### src/rtl/sobel_edge_3x3_if.sv
// ============================================================================
// Module      : sobel_edge_3x3_if
// Description : Window-in / edge-out bundle for the Sobel edge stage.
// Revision    : 1.0
// ============================================================================
`default_nettype none

interface sobel_edge_3x3_if #(
    parameter int CNT_W = 20
);
    logic             matrix_vs;
    logic             matrix_hs;
    logic             matrix_de;
    logic [7:0]       matrix_p11, matrix_p12, matrix_p13;
    logic [7:0]       matrix_p21, matrix_p22, matrix_p23;
    logic [7:0]       matrix_p31, matrix_p32, matrix_p33;
    logic [7:0]       threshold;
    logic             sobel_vs;
    logic             sobel_hs;
    logic             sobel_de;
    logic [7:0]       sobel_mag;
    logic             sobel_bin;
    logic [CNT_W-1:0] edge_count;
    logic             frame_done;

    modport master (
        output matrix_vs, matrix_hs, matrix_de,
        output matrix_p11, matrix_p12, matrix_p13,
        output matrix_p21, matrix_p22, matrix_p23,
        output matrix_p31, matrix_p32, matrix_p33,
        output threshold,
        input  sobel_vs, sobel_hs, sobel_de, sobel_mag, sobel_bin,
        input  edge_count, frame_done
    );

    modport slave (
        input  matrix_vs, matrix_hs, matrix_de,
        input  matrix_p11, matrix_p12, matrix_p13,
        input  matrix_p21, matrix_p22, matrix_p23,
        input  matrix_p31, matrix_p32, matrix_p33,
        input  threshold,
        output sobel_vs, sobel_hs, sobel_de, sobel_mag, sobel_bin,
        output edge_count, frame_done
    );
endinterface

`default_nettype wire

### src/rtl/sobel_edge_3x3.sv
// ============================================================================
// Module      : sobel_edge_3x3
// Description : 3-stage Sobel |Gx|+|Gy| with threshold and per-frame edge count.
// Revision    : 1.0
// ============================================================================
`default_nettype none

module sobel_edge_3x3 #(
    parameter int CNT_W = 20
) (
    input  logic              clk,
    input  logic              rst,
    sobel_edge_3x3_if.slave   bus
);
    localparam logic [CNT_W-1:0] c_cnt_max = {CNT_W{1'b1}};
    localparam logic [CNT_W-1:0] c_cnt_one = CNT_W'(1);

    logic [9:0]       w_gx_p, w_gx_n, w_gy_p, w_gy_n;
    logic [9:0]       r_gx_p, r_gx_n, r_gy_p, r_gy_n;
    logic [9:0]       r_ax, r_ay;
    logic             r_vs1, r_hs1, r_de1;
    logic             r_vs2, r_hs2, r_de2;
    logic [10:0]      w_sum;
    logic [7:0]       w_mag;
    logic             w_bin;
    logic [7:0]       r_thr;
    logic             r_mvs_d;
    logic             r_svs_d;
    logic [CNT_W-1:0] r_run;
    logic             w_hit;
    logic             w_vs_rise;
    logic             w_unused_p22;

    // The centre pixel carries zero weight in both Sobel kernels.
    assign w_unused_p22 = ^bus.matrix_p22;

    assign w_gx_p = 10'(bus.matrix_p13) + {1'b0, bus.matrix_p23, 1'b0} + 10'(bus.matrix_p33);
    assign w_gx_n = 10'(bus.matrix_p11) + {1'b0, bus.matrix_p21, 1'b0} + 10'(bus.matrix_p31);
    assign w_gy_p = 10'(bus.matrix_p31) + {1'b0, bus.matrix_p32, 1'b0} + 10'(bus.matrix_p33);
    assign w_gy_n = 10'(bus.matrix_p11) + {1'b0, bus.matrix_p12, 1'b0} + 10'(bus.matrix_p13);

    assign w_sum = {1'b0, r_ax} + {1'b0, r_ay};
    assign w_mag = (w_sum > 11'd255) ? 8'hFF : w_sum[7:0];
    assign w_bin = (w_sum > {3'b000, r_thr});

    always_ff @(posedge clk) begin
        if (rst) begin
            r_gx_p <= '0; r_gx_n <= '0; r_gy_p <= '0; r_gy_n <= '0;
            r_ax   <= '0; r_ay   <= '0;
            r_vs1  <= 1'b0; r_hs1 <= 1'b0; r_de1 <= 1'b0;
            r_vs2  <= 1'b0; r_hs2 <= 1'b0; r_de2 <= 1'b0;
            bus.sobel_vs  <= 1'b0;
            bus.sobel_hs  <= 1'b0;
            bus.sobel_de  <= 1'b0;
            bus.sobel_mag <= 8'd0;
            bus.sobel_bin <= 1'b0;
        end else begin
            r_gx_p <= w_gx_p; r_gx_n <= w_gx_n;
            r_gy_p <= w_gy_p; r_gy_n <= w_gy_n;
            r_vs1  <= bus.matrix_vs; r_hs1 <= bus.matrix_hs; r_de1 <= bus.matrix_de;
            // Larger minus smaller keeps the magnitude unsigned without wrap.
            r_ax   <= (r_gx_p >= r_gx_n) ? (r_gx_p - r_gx_n) : (r_gx_n - r_gx_p);
            r_ay   <= (r_gy_p >= r_gy_n) ? (r_gy_p - r_gy_n) : (r_gy_n - r_gy_p);
            r_vs2  <= r_vs1; r_hs2 <= r_hs1; r_de2 <= r_de1;
            bus.sobel_vs  <= r_vs2;
            bus.sobel_hs  <= r_hs2;
            bus.sobel_de  <= r_de2;
            bus.sobel_mag <= r_de2 ? w_mag : 8'd0;
            bus.sobel_bin <= r_de2 & w_bin;
        end
    end

    // Threshold is frozen per frame so a mid-frame change lands on the next one.
    always_ff @(posedge clk) begin
        r_mvs_d <= rst ? 1'b0 : bus.matrix_vs;
        if (rst || (bus.matrix_vs && !r_mvs_d)) begin
            r_thr <= bus.threshold;
        end
    end

    assign w_hit     = bus.sobel_de & bus.sobel_bin;
    assign w_vs_rise = bus.sobel_vs & ~r_svs_d;

    always_ff @(posedge clk) begin
        if (rst) begin
            r_svs_d        <= 1'b0;
            r_run          <= '0;
            bus.edge_count <= '0;
            bus.frame_done <= 1'b0;
        end else begin
            r_svs_d        <= bus.sobel_vs;
            bus.frame_done <= w_vs_rise;
            if (w_vs_rise) begin
                bus.edge_count <= r_run;
                // A hit on the publish cycle already belongs to the new frame.
                r_run          <= w_hit ? c_cnt_one : '0;
            end else if (w_hit && (r_run != c_cnt_max)) begin
                r_run <= r_run + c_cnt_one;
            end
        end
    end
endmodule

`default_nettype wire

### src/flat_wrapper.sv
// flat-port wrapper written by rule: the top's interface ports become plain ports
module sobel_edge_3x3_flat 
#(
    parameter int CNT_W = 20
)
  (clk, rst, bus_matrix_vs, bus_matrix_hs, bus_matrix_de, bus_matrix_p11, bus_matrix_p12, bus_matrix_p13, bus_matrix_p21, bus_matrix_p22, bus_matrix_p23, bus_matrix_p31, bus_matrix_p32, bus_matrix_p33, bus_threshold, bus_sobel_vs, bus_sobel_hs, bus_sobel_de, bus_sobel_mag, bus_sobel_bin, bus_edge_count, bus_frame_done);
  sobel_edge_3x3_if #(.CNT_W(CNT_W)) bus_i ();
  input  logic clk;
  input  logic rst;
  input wire logic [$bits(bus_i.matrix_vs)-1:0] bus_matrix_vs;
  input wire logic [$bits(bus_i.matrix_hs)-1:0] bus_matrix_hs;
  input wire logic [$bits(bus_i.matrix_de)-1:0] bus_matrix_de;
  input wire logic [$bits(bus_i.matrix_p11)-1:0] bus_matrix_p11;
  input wire logic [$bits(bus_i.matrix_p12)-1:0] bus_matrix_p12;
  input wire logic [$bits(bus_i.matrix_p13)-1:0] bus_matrix_p13;
  input wire logic [$bits(bus_i.matrix_p21)-1:0] bus_matrix_p21;
  input wire logic [$bits(bus_i.matrix_p22)-1:0] bus_matrix_p22;
  input wire logic [$bits(bus_i.matrix_p23)-1:0] bus_matrix_p23;
  input wire logic [$bits(bus_i.matrix_p31)-1:0] bus_matrix_p31;
  input wire logic [$bits(bus_i.matrix_p32)-1:0] bus_matrix_p32;
  input wire logic [$bits(bus_i.matrix_p33)-1:0] bus_matrix_p33;
  input wire logic [$bits(bus_i.threshold)-1:0] bus_threshold;
  output wire logic [$bits(bus_i.sobel_vs)-1:0] bus_sobel_vs;
  output wire logic [$bits(bus_i.sobel_hs)-1:0] bus_sobel_hs;
  output wire logic [$bits(bus_i.sobel_de)-1:0] bus_sobel_de;
  output wire logic [$bits(bus_i.sobel_mag)-1:0] bus_sobel_mag;
  output wire logic [$bits(bus_i.sobel_bin)-1:0] bus_sobel_bin;
  output wire logic [$bits(bus_i.edge_count)-1:0] bus_edge_count;
  output wire logic [$bits(bus_i.frame_done)-1:0] bus_frame_done;
  assign bus_i.matrix_vs = bus_matrix_vs;
  assign bus_i.matrix_hs = bus_matrix_hs;
  assign bus_i.matrix_de = bus_matrix_de;
  assign bus_i.matrix_p11 = bus_matrix_p11;
  assign bus_i.matrix_p12 = bus_matrix_p12;
  assign bus_i.matrix_p13 = bus_matrix_p13;
  assign bus_i.matrix_p21 = bus_matrix_p21;
  assign bus_i.matrix_p22 = bus_matrix_p22;
  assign bus_i.matrix_p23 = bus_matrix_p23;
  assign bus_i.matrix_p31 = bus_matrix_p31;
  assign bus_i.matrix_p32 = bus_matrix_p32;
  assign bus_i.matrix_p33 = bus_matrix_p33;
  assign bus_i.threshold = bus_threshold;
  assign bus_sobel_vs = bus_i.sobel_vs;
  assign bus_sobel_hs = bus_i.sobel_hs;
  assign bus_sobel_de = bus_i.sobel_de;
  assign bus_sobel_mag = bus_i.sobel_mag;
  assign bus_sobel_bin = bus_i.sobel_bin;
  assign bus_edge_count = bus_i.edge_count;
  assign bus_frame_done = bus_i.frame_done;
  sobel_edge_3x3 #(.CNT_W(CNT_W)) u_core (.clk(clk), .rst(rst), .bus(bus_i));
endmodule
### config.mk
export PLATFORM = sky130hd
export DESIGN_NAME = sobel_edge_3x3_flat
export DESIGN_NICKNAME = d
export VERILOG_FILES = /design/src/rtl/sobel_edge_3x3_if.sv /design/src/rtl/sobel_edge_3x3.sv /design/src/flat_wrapper.sv
export SDC_FILE = /design/constraint.sdc
export NUM_CORES = 1
export LEC_CHECK = 0
export BUFFER_PORTS_ARGS = -buffer_cell sky130_fd_sc_hd__buf_2
export CAP_MARGIN = 20
export CORE_AREA = 2 2 118 149
export CTS_BUF_LIST = sky130_fd_sc_hd__clkbuf_4 sky130_fd_sc_hd__clkbuf_8
export CTS_CLUSTER_SIZE = 16
export DETAILED_ROUTE_END_ITERATION = 16
export DIE_AREA = 0 0 120 151
export PLACE_DENSITY = 0.76
export SKIP_LAST_GASP = 1
export SLEW_MARGIN = 20
export SYNTH_ARGS = -nofsm -noshare
export SYNTH_HDL_FRONTEND = slang
export SYNTH_SLANG_ARGS = --single-unit
### constraint.sdc
create_clock -name clk -period 3.5 [get_ports clk]
set_input_delay 0.175 -clock clk [delete_from_list [all_inputs] [get_ports clk]]
set_output_delay 0.175 -clock clk [all_outputs]
set_load 0.02 [all_outputs]
# Word level (Yosys, flattened, before mapping)
# Cells that the tools add are included.
# classes
n_lt_le_gt_ge	4
n_eq_ne	1
add_sub_neg	14
reduce_logical	6
mux	6
n_bitwise	5
# op_table
cell	n
adder 10 x 8 -> 10 bit	4
adder 8 x 9 -> 10 bit	4
two-way mux 20 bit	2
subtractor 10 bit	4
adder 20 x 1 -> 20 bit (second input constant)	1
greater-or-equal comparator 10 bit	2
two-way mux 10 bit	2
!= test 20 bit (second input constant)	1
adder 10 x 10 -> 11 bit	1
> comparator 11 x 8 -> 1 bit	1
> comparator 11 x 8 -> 1 bit (second input constant)	1
two-way mux 8 bit	1
bitwise AND 1 bit	3
logical AND 1 bit	2
inverter 1 bit	2
nonzero test 2 bit	1
OR reduction 2 bit	1
zero test 1 bit	1
logical OR 1 bit	1
two-way mux 1 bit	1
# word_totals
elab_cells	58
regBits	128
out_inout_bits	33

# Logic depth before layout (Yosys ltp)
# Gate-level depths: netlist of the first run.
# depth
word_depth	4
depth_mapped	15

# Worst setup path before layout of the first run
# Ideal clock, no wire load.
# synth_path
kind	register to register
startpoint	register u_core.r_ay[0]
endpoint	register u_core.bus.sobel_bin
setup_time_ps	70
arrival_time_ps	2584
n_path_buf	0
path_stages_with_launch	15
slack_ps	845
cell_sequence	dfxtp_1 ha_1 inv_1 fa_1 nor2b_1 o21ai_0 o221ai_1 xnor2_1 inv_1 ha_1 nand4_1 a21oi_1 o22ai_1 maj3_1 a21oi_1
# synth_via
elab_chain_len	3
# synth_rtl
element	line_no	text
start: declaration	sobel_edge_3x3.sv:20	logic [9:0] r_ax, r_ay;
start signal: assignment	sobel_edge_3x3.sv:63	r_ay <= (r_gy_p >= r_gy_n) ? (r_gy_p - r_gy_n) : (r_gy_n - r_gy_p);
adder 10 x 10 -> 11 bit	sobel_edge_3x3.sv:42	assign w_sum = {1'b0, r_ax} + {1'b0, r_ay};
> comparator 11 x 8 -> 1 bit	sobel_edge_3x3.sv:44	assign w_bin = (w_sum > {3'b000, r_thr});
bitwise AND 1 bit	sobel_edge_3x3.sv:69	bus.sobel_bin <= r_de2 & w_bin;
end signal: assignment	sobel_edge_3x3.sv:69	
end: declaration	sobel_edge_3x3_if.sv:42	output sobel_vs, sobel_hs, sobel_de, sobel_mag, sobel_bin,
# Every way passes these cells.
# A chain may end at the register's enable or synchronous reset.

# Worst setup path in the final report of the first run
# Same ends and word-level chain as after synthesis.

==> impl_metrics.ini, run 1 <==
[power]
peakVddDrop_v = 0.000325
power.leakage_nw = 4.33
power_density_mw_per_mm2 = 605

[critical_path]
cp_max_fo = 3
crit_arrival_ns = 3.30
required_ns = 3.88
worst-setup-path-type = register to register
cp-end-kind = register
startpoint_type = register

[timing]
relSlewSlack = 0.485
worst_pin_slew_ns = 0.750
skew_ns = 0.00450
fin_tns_setup_ns = 0
fin_crit_sh = 0.837
finalHoldViolations = 0
rsz0062_at_grt = false
fmax_mhz = 342
drv_slew = 0
finalCriticalPeriod_ns = 2.93
setup_viol = 0

[global_routing]
grt_usage = 0.198
grt_max_degree = 41
overflow = 0
first_global_vias = 6338
antenna_found_initial = 0
grt_first_pass_wirelength_um = 28700

[floorplan]
die_area_mm2 = 0.0181
placementRows = 53
ios = 118
core-area_mm2 = 0.0166
die_h_um = 151
initial_core_util = 0.493
fp.dieW_um = 120

[placed_design]
place_hpwl_um = 13100
dpl_cell_area_mm2 = 0.00891
place.gp.congestion = 0.851
numPortBuffers = 109

[logic_synthesis]
synthesis.nets = 1086
synth.distinct_cells = 73
syn_area_per_cell_um2 = 9.40
netlist_instances = 872
synthArstFlopShare = 0
seq_area_frac_synth = 0.322
ys.flop_type = dfxtp_1
ys_warn_count = 0
syn-cell-area_mm2 = 0.00820
ys_seq_elements = 128
synth-edff-count = 8

[cts]
clock_latency_ns = 0.44
cts.sinks = 128
cts-root-buf = clkbuf_8
cts_buffers = 17
clk_pin_slew_ns = 0.07
post_cts_buffers = 0
cts_resized = 0
cts_max_level = 4
cts_tree = built
clk_path_buf_depth = 2

[route]
viasPerCell = 5.24
finalWirelength_um = 17000
firstDrtPassIters = 5
drtIter0Drc = 339
drc = 0
antenna_left = 0
wl_per_cell_um = 14.0
num_vias = 6388

[final_layout]
drive_gt1_frac = 0.180
diodes = 0
stdcell_area_mm2 = 0.00946
syn2layout_area_growth_pct = 15.3
nets = 1199
num-fill-cells = 1448

[hold_path]
min_path_type = input pin to register

[outcome]
status = finished, final reports clean

[flow_run]
drv_cap = 0
-- flip-flops by register name (all words and copies together) (netlist names) --
| name | count |
|---|---|
| u_core.bus.edge_count | 20 |
| u_core.r_run | 20 |
| u_core.r_ax | 10 |
| u_core.r_ay | 10 |
| u_core.r_gx_n | 10 |
| u_core.r_gx_p | 10 |
| u_core.r_gy_n | 10 |
| u_core.r_gy_p | 10 |
| u_core.bus.sobel_mag | 8 |
| u_core.r_thr | 8 |
| u_core.bus.frame_done | 1 |
| u_core.bus.sobel_bin | 1 |
| u_core.bus.sobel_de | 1 |
| u_core.bus.sobel_hs | 1 |
| u_core.bus.sobel_vs | 1 |
| u_core.r_de1 | 1 |
| u_core.r_de2 | 1 |
| u_core.r_hs1 | 1 |
| u_core.r_hs2 | 1 |
| u_core.r_svs_d | 1 |
| u_core.r_vs1 | 1 |
| u_core.r_vs2 | 1 |
-- per-stage QoR --
step	worst slack (ns)	utilization	power, mW	std cells	hold WS [ns]
2_1_floorplan	0.845	-	3.80	872	0.274
3_3_place_gp	0.655	0.536	4.28	1175	0.353
3_5_place_dp	0.590	0.536	4.34	1175	0.353
4_1_cts	0.552	0.568	5.75	1218	0.0550
5_1_grt	0.261	0.568	6.18	1218	0.104
6_report	0.572	0.568	5.72	1218	0.0792
-- cells in the final DEF, fill, tap and decap left out, types with 15 or more instances in the layout --
master and instances:
dfxtp_1 120, nand2_1 30, nor3_1 30, buf_2 109, nor2_1 82, inv_1 93
a21o_1 15, o21ai_0 23, clkbuf_8 17, a22o_1 20, nor2b_1 51, mux2_2 19
a21oi_1 42, fa_1 37, ha_1 92
-- routing by layer --
layer	wire length, um	track usage	up-vias	part of all wire
met5	0	0	-	0
met4	420	0.0829	0	0.025
met3	683	0.0384	31	0.040
met2	8760	0.370	165	0.51
met1	7150	0.219	2966	0.42
li1	-	-	3226	-
-- final timing paths --
kind	slack, ns	end	from	cells past startpoint
max	0.57	u_core.bus.sobel_bin	u_core.r_ay[0]	14
min	0.08	u_core.r_gy_p[0]	bus_matrix_p31[0]	3
max reg2reg	0.57	u_core.bus.sobel_bin	u_core.r_ay[0]	14
min reg2reg	0.44	u_core.r_de2	u_core.r_de1	1
-- area by class of cell --
| type | instances | area (um^2) | share of cell area |
|---|---|---|---|
| Clock buffer | 18 | 241 | 0.0255 |
| Clock inverter | 14 | 190 | 0.0201 |
| Timing Repair Buffer | 124 | 686 | 0.0725 |
| Multi-Input combinational cell | 621 | 5070 | 0.536 |
| Tap cell | 220 | 275 | 0.0291 |
| Inverter | 93 | 349 | 0.0369 |
| Sequential cell | 128 | 2640 | 0.279 |
-- critical path: stages (launching register included) --
cell,delay [ns]
dfxtp_1,0.32
ha_1,0.16
inv_1,0.05
fa_1,0.40
nor2b_1,0.13
o21ai_0,0.11
o221ai_1,0.27
xnor2_1,0.19
inv_1,0.06
ha_1,0.31
nand4_1,0.13
a21oi_1,0.14
o22ai_1,0.11
maj3_1,0.35
a21oi_1,0.14
-- kinds of logic (layout without fill, tap and decap cells) --
kind of cell,after synthesis,after routing,synth area share
buffers and inverters,123,249,0.0591
muxes,35,35,0.0459
DFF,128,128,0.322
adders and majority gates,130,130,0.232
AOI/OAI and AO/OA,163,163,0.145
xor gates and xnor gates,26,26,0.0278
and+or+nand+nor,267,267,0.168
-- where the power goes --
group          internal, mW  leakage (nW)  switching [mW]
logic                  1.19          3.06            1.39
clock network         0.781         0.212           0.588
registers              1.67          1.07          0.0979
total                  3.65          4.33            2.08
-- what timing repair did --
action	in CTS	in global routing
endpoints found under the hold margin	11	0
endpoints found under the setup margin	0	0
hold buffers	11	0
-- cells in the mapped netlist (3+ instances only) --
| master | number | area, um^2 |
|---|---|---|
| dfxtp_1 | 120 | 2400 |
| inv_1 | 93 | 349 |
| ha_1 | 92 | 1150 |
| nor2_1 | 82 | 308 |
| nor2b_1 | 51 | 319 |
| a21oi_1 | 42 | 210 |
| fa_1 | 37 | 741 |
| nand2_1 | 30 | 113 |
| nor3_1 | 30 | 150 |
| o21ai_0 | 23 | 115 |
| a22o_1 | 20 | 175 |
| mux2_2 | 19 | 214 |
| clkbuf_1 | 16 | 60.1 |
| a21o_1 | 15 | 113 |
| mux2i_1 | 14 | 140 |
| nand3_1 | 14 | 70.1 |
| xnor2_1 | 13 | 114 |
| xor2_1 | 13 | 114 |
| nand2b_1 | 12 | 75.1 |
| o21a_1 | 12 | 90.1 |
| or3_1 | 11 | 68.8 |
| buf_2 | 9 | 45.0 |
| nand4_1 | 9 | 56.3 |
| edfxtp_1 | 8 | 240 |
| and2_1 | 6 | 37.5 |
| a21boi_0 | 5 | 37.5 |
| o31a_1 | 5 | 43.8 |
| a2111oi_0 | 4 | 35.0 |
| a31oi_1 | 4 | 25.0 |
| a211oi_1 | 3 | 22.5 |
| a221oi_1 | 3 | 26.3 |
| buf_1 | 3 | 11.3 |
| nand3b_1 | 3 | 22.5 |
| or2_2 | 3 | 18.8 |
| or4_1 | 3 | 22.5 |
Power figures use the tool's default switching activity.
==> run 2, diff against run 1 <==
--- a/config.mk
+++ b/config.mk
@@ -12,7 +12,7 @@
 export CTS_CLUSTER_SIZE = 16
 export DETAILED_ROUTE_END_ITERATION = 16
 export DIE_AREA = 0 0 120 151
-export PLACE_DENSITY = 0.76
+export PLACE_DENSITY = 0.79
 export SKIP_LAST_GASP = 1
 export SLEW_MARGIN = 20
 export SYNTH_ARGS = -nofsm -noshare
==> constraint.sdc (replaced) <==
create_clock -name clk -period 2.45 [get_ports clk]
set_input_delay 0.1225 -clock clk [delete_from_list [all_inputs] [get_ports clk]]
set_output_delay 0.1225 -clock clk [all_outputs]
set_load 0.02 [all_outputs]
==> run 2 against run 1 <==
The run now ends with negative setup slack left. First-iteration DRC count fell by 15%. Clock-buffer cell count up 2. Maximum frequency rose by 9.3%. Hold slack worse by 0.042 ns. Core utilization grew 3.8 points. Critical path type unchanged. Highest routed layer unchanged.
==> impl_metrics.ini, run 2 (synthesis results as in run 1) <==
[critical_path]
cpMostUsedCell = ha_4
slowest_delay_ns = 0.36
r2r-start = u_core.r_ax[0]
rr_worst_depth = 14
critPathLaunch = u_core.r_ax[0]
cp-end-kind = register
path_buf_inv = 3
crit_cells = 14
worst-setup-path-type = register to register
endpoint = u_core.bus.sobel_bin
path_cells = ha_4 > inv_2 > fa_2 > nor2b_2 > o21ai_2 > o221ai_2 > xnor2_1 > inv_1 > ha_4 > nand4_1 > buf_4 > o22ai_2 > maj3_2 > a21oi_2
cp_max_fo = 3
slowest_stage = fa_2
required_ns = 2.77
crit_arrival_ns = 3.00
crit_family = adder cells
reg2reg_to = u_core.bus.sobel_bin
startpoint_type = register
reg2reg_slack_ns = -0.23

[cts]
cts_max_level = 4
clk_path_buf_depth = 2
cts-root-buf = clkbuf_8
cts_buffers = 17
clock_latency_ns = 0.45
clk_pin_slew_ns = 0.07
cts.sinks = 128
cts_tree = built

[placed_design]
placedCellCount = 1221
place_hpwl_um = 13700
place.gp.congestion = 0.869
post-place-ws_ns = -0.311
numPortBuffers = 109

[hold_path]
hp-start = bus_matrix_p31[0]
min_path_type = input pin to register

[timing]
worst_pin_slew_ns = 0.540
fmax_mhz = 373
finalHoldViolations = 0
relSlewSlack = 0.635
hold_ws_ns = 0.0376
skew_ns = 0.0141
worst_slack_ns = -0.229
fin_crit_sh = 1.09
rsz0062_at_grt = true
finalCriticalPeriod_ns = 2.68
drv_slew = 0
setup_viol = 5

[outcome]
status = finished with violations
failed_checks = negative setup slack

[global_routing]
met3_usage = 0.0474
first_global_vias = 6660
grt_usage = 0.203
use_met2 = 0.374
grt_first_pass_wirelength_um = 29600
top_usage_layer = met2
grt_max_degree = 49
overflow = 0
met1_usage = 0.225
antenna_found_initial = 0

[final_layout]
final_cell_mix = 114 x dfxtp_1, 109 x buf_2, 91 x inv_1
diodes = 0
nets = 1252
syn2layout_area_growth_pct = 23.1
reg.largest.list = u_core.bus.edge_count: 20 flops, u_core.r_run: 20 flops
drive_gt1_frac = 0.258
final_core_util = 0.606
ff_latch_area_mm2 = 0.00265
multi_input_area_mm2 = 0.00531
final_common_cell = dfxtp_1
final_cell_count_no_fill = 1271
num-fill-cells = 1383

[floorplan]
ios = 118
die_h_um = 151
die_area_mm2 = 0.0181
fp.dieW_um = 120
initial_core_util = 0.493
core-area_mm2 = 0.0166
placementRows = 53

[power]
peakVddDrop_v = 0.000474
power_density_mw_per_mm2 = 888
total_power_mw = 8.96
power.leakage_nw = 4.61

[route]
wl_per_cell_um = 14.0
firstDrtPassIters = 6
drtIter0Drc = 289
antenna_left = 0
viasPerCell = 5.23
num_vias = 6647
finalWirelength_um = 17800
drc = 0

[flow_run]
drv_cap = 0
run 2: worst min-delay path by stage:
stage,depth (start not counted),end,slack [ns]
after global routing,3,u_core.r_gx_p[0],0.04
after floorplan,0,u_core.r_thr[0],0.22
after detailed placement,1,u_core.r_thr[5],0.30
after global placement,1,u_core.r_thr[5],0.30
final,3,u_core.r_gx_n[0],0.04
after CTS,3,u_core.r_gx_n[0],0.01
run 2: cell type report:
class / count / share of cell area
multi-input combinational: 622 / 0.526
sequential: 128 / 0.263
timing repair buffer: 176 / 0.108
inverter: 93 / 0.0346
tap: 220 / 0.0273
clock buffer: 20 / 0.0267
clock inverter: 12 / 0.0149
run 2: timing repair:
| action | 4_1_cts | 5_1_grt |
|---|---|---|
| endpoints found under the hold margin | 12 | 0 |
| gates resized for setup | 13 | 33 |
| pin swaps | 12 | 16 |
| endpoints found under the setup margin | 16 | 26 |
| gates cloned | 1 | 0 |
| hold buffers | 12 | 0 |
| buffers inserted | 3 | 2 |
run 2: worst register-to-register path: stages (launching register included):
cell and delay [ns]:
dfxtp_2 0.35, ha_4 0.14, inv_2 0.04, fa_2 0.36, nor2b_2 0.13, o21ai_2 0.08
o221ai_2 0.20, xnor2_1 0.16, inv_1 0.10, ha_4 0.28, nand4_1 0.13, buf_4 0.18
o22ai_2 0.17, maj3_2 0.22, a21oi_2 0.04
run 2: power by group:
group / internal (mW) / leakage [nW] / switching (mW)
combinational: 2.27 / 3.33 / 2.29
sequential: 2.39 / 1.07 / 0.145
clock: 0.996 / 0.208 / 0.869
total: 5.65 / 4.61 / 3.31
run 2: routing by layer:
metal	up-vias	wire [um]
met1	3105	7430
li1	3351	-
met2	154	9160
met4	0	498
met3	37	683
met5	-	0
run 2: stage by stage:
| stage | cell area (um^2) | TNS (ns) |
|---|---|---|
| after floorplan | 8220 | -0.125 |
| after global routing | 10100 | -1.03 |
| after detailed placement | 9290 | -2.52 |
| final | 10100 | -0.328 |
| after CTS | 9930 | -0.169 |
| after global placement | 9290 | -1.88 |
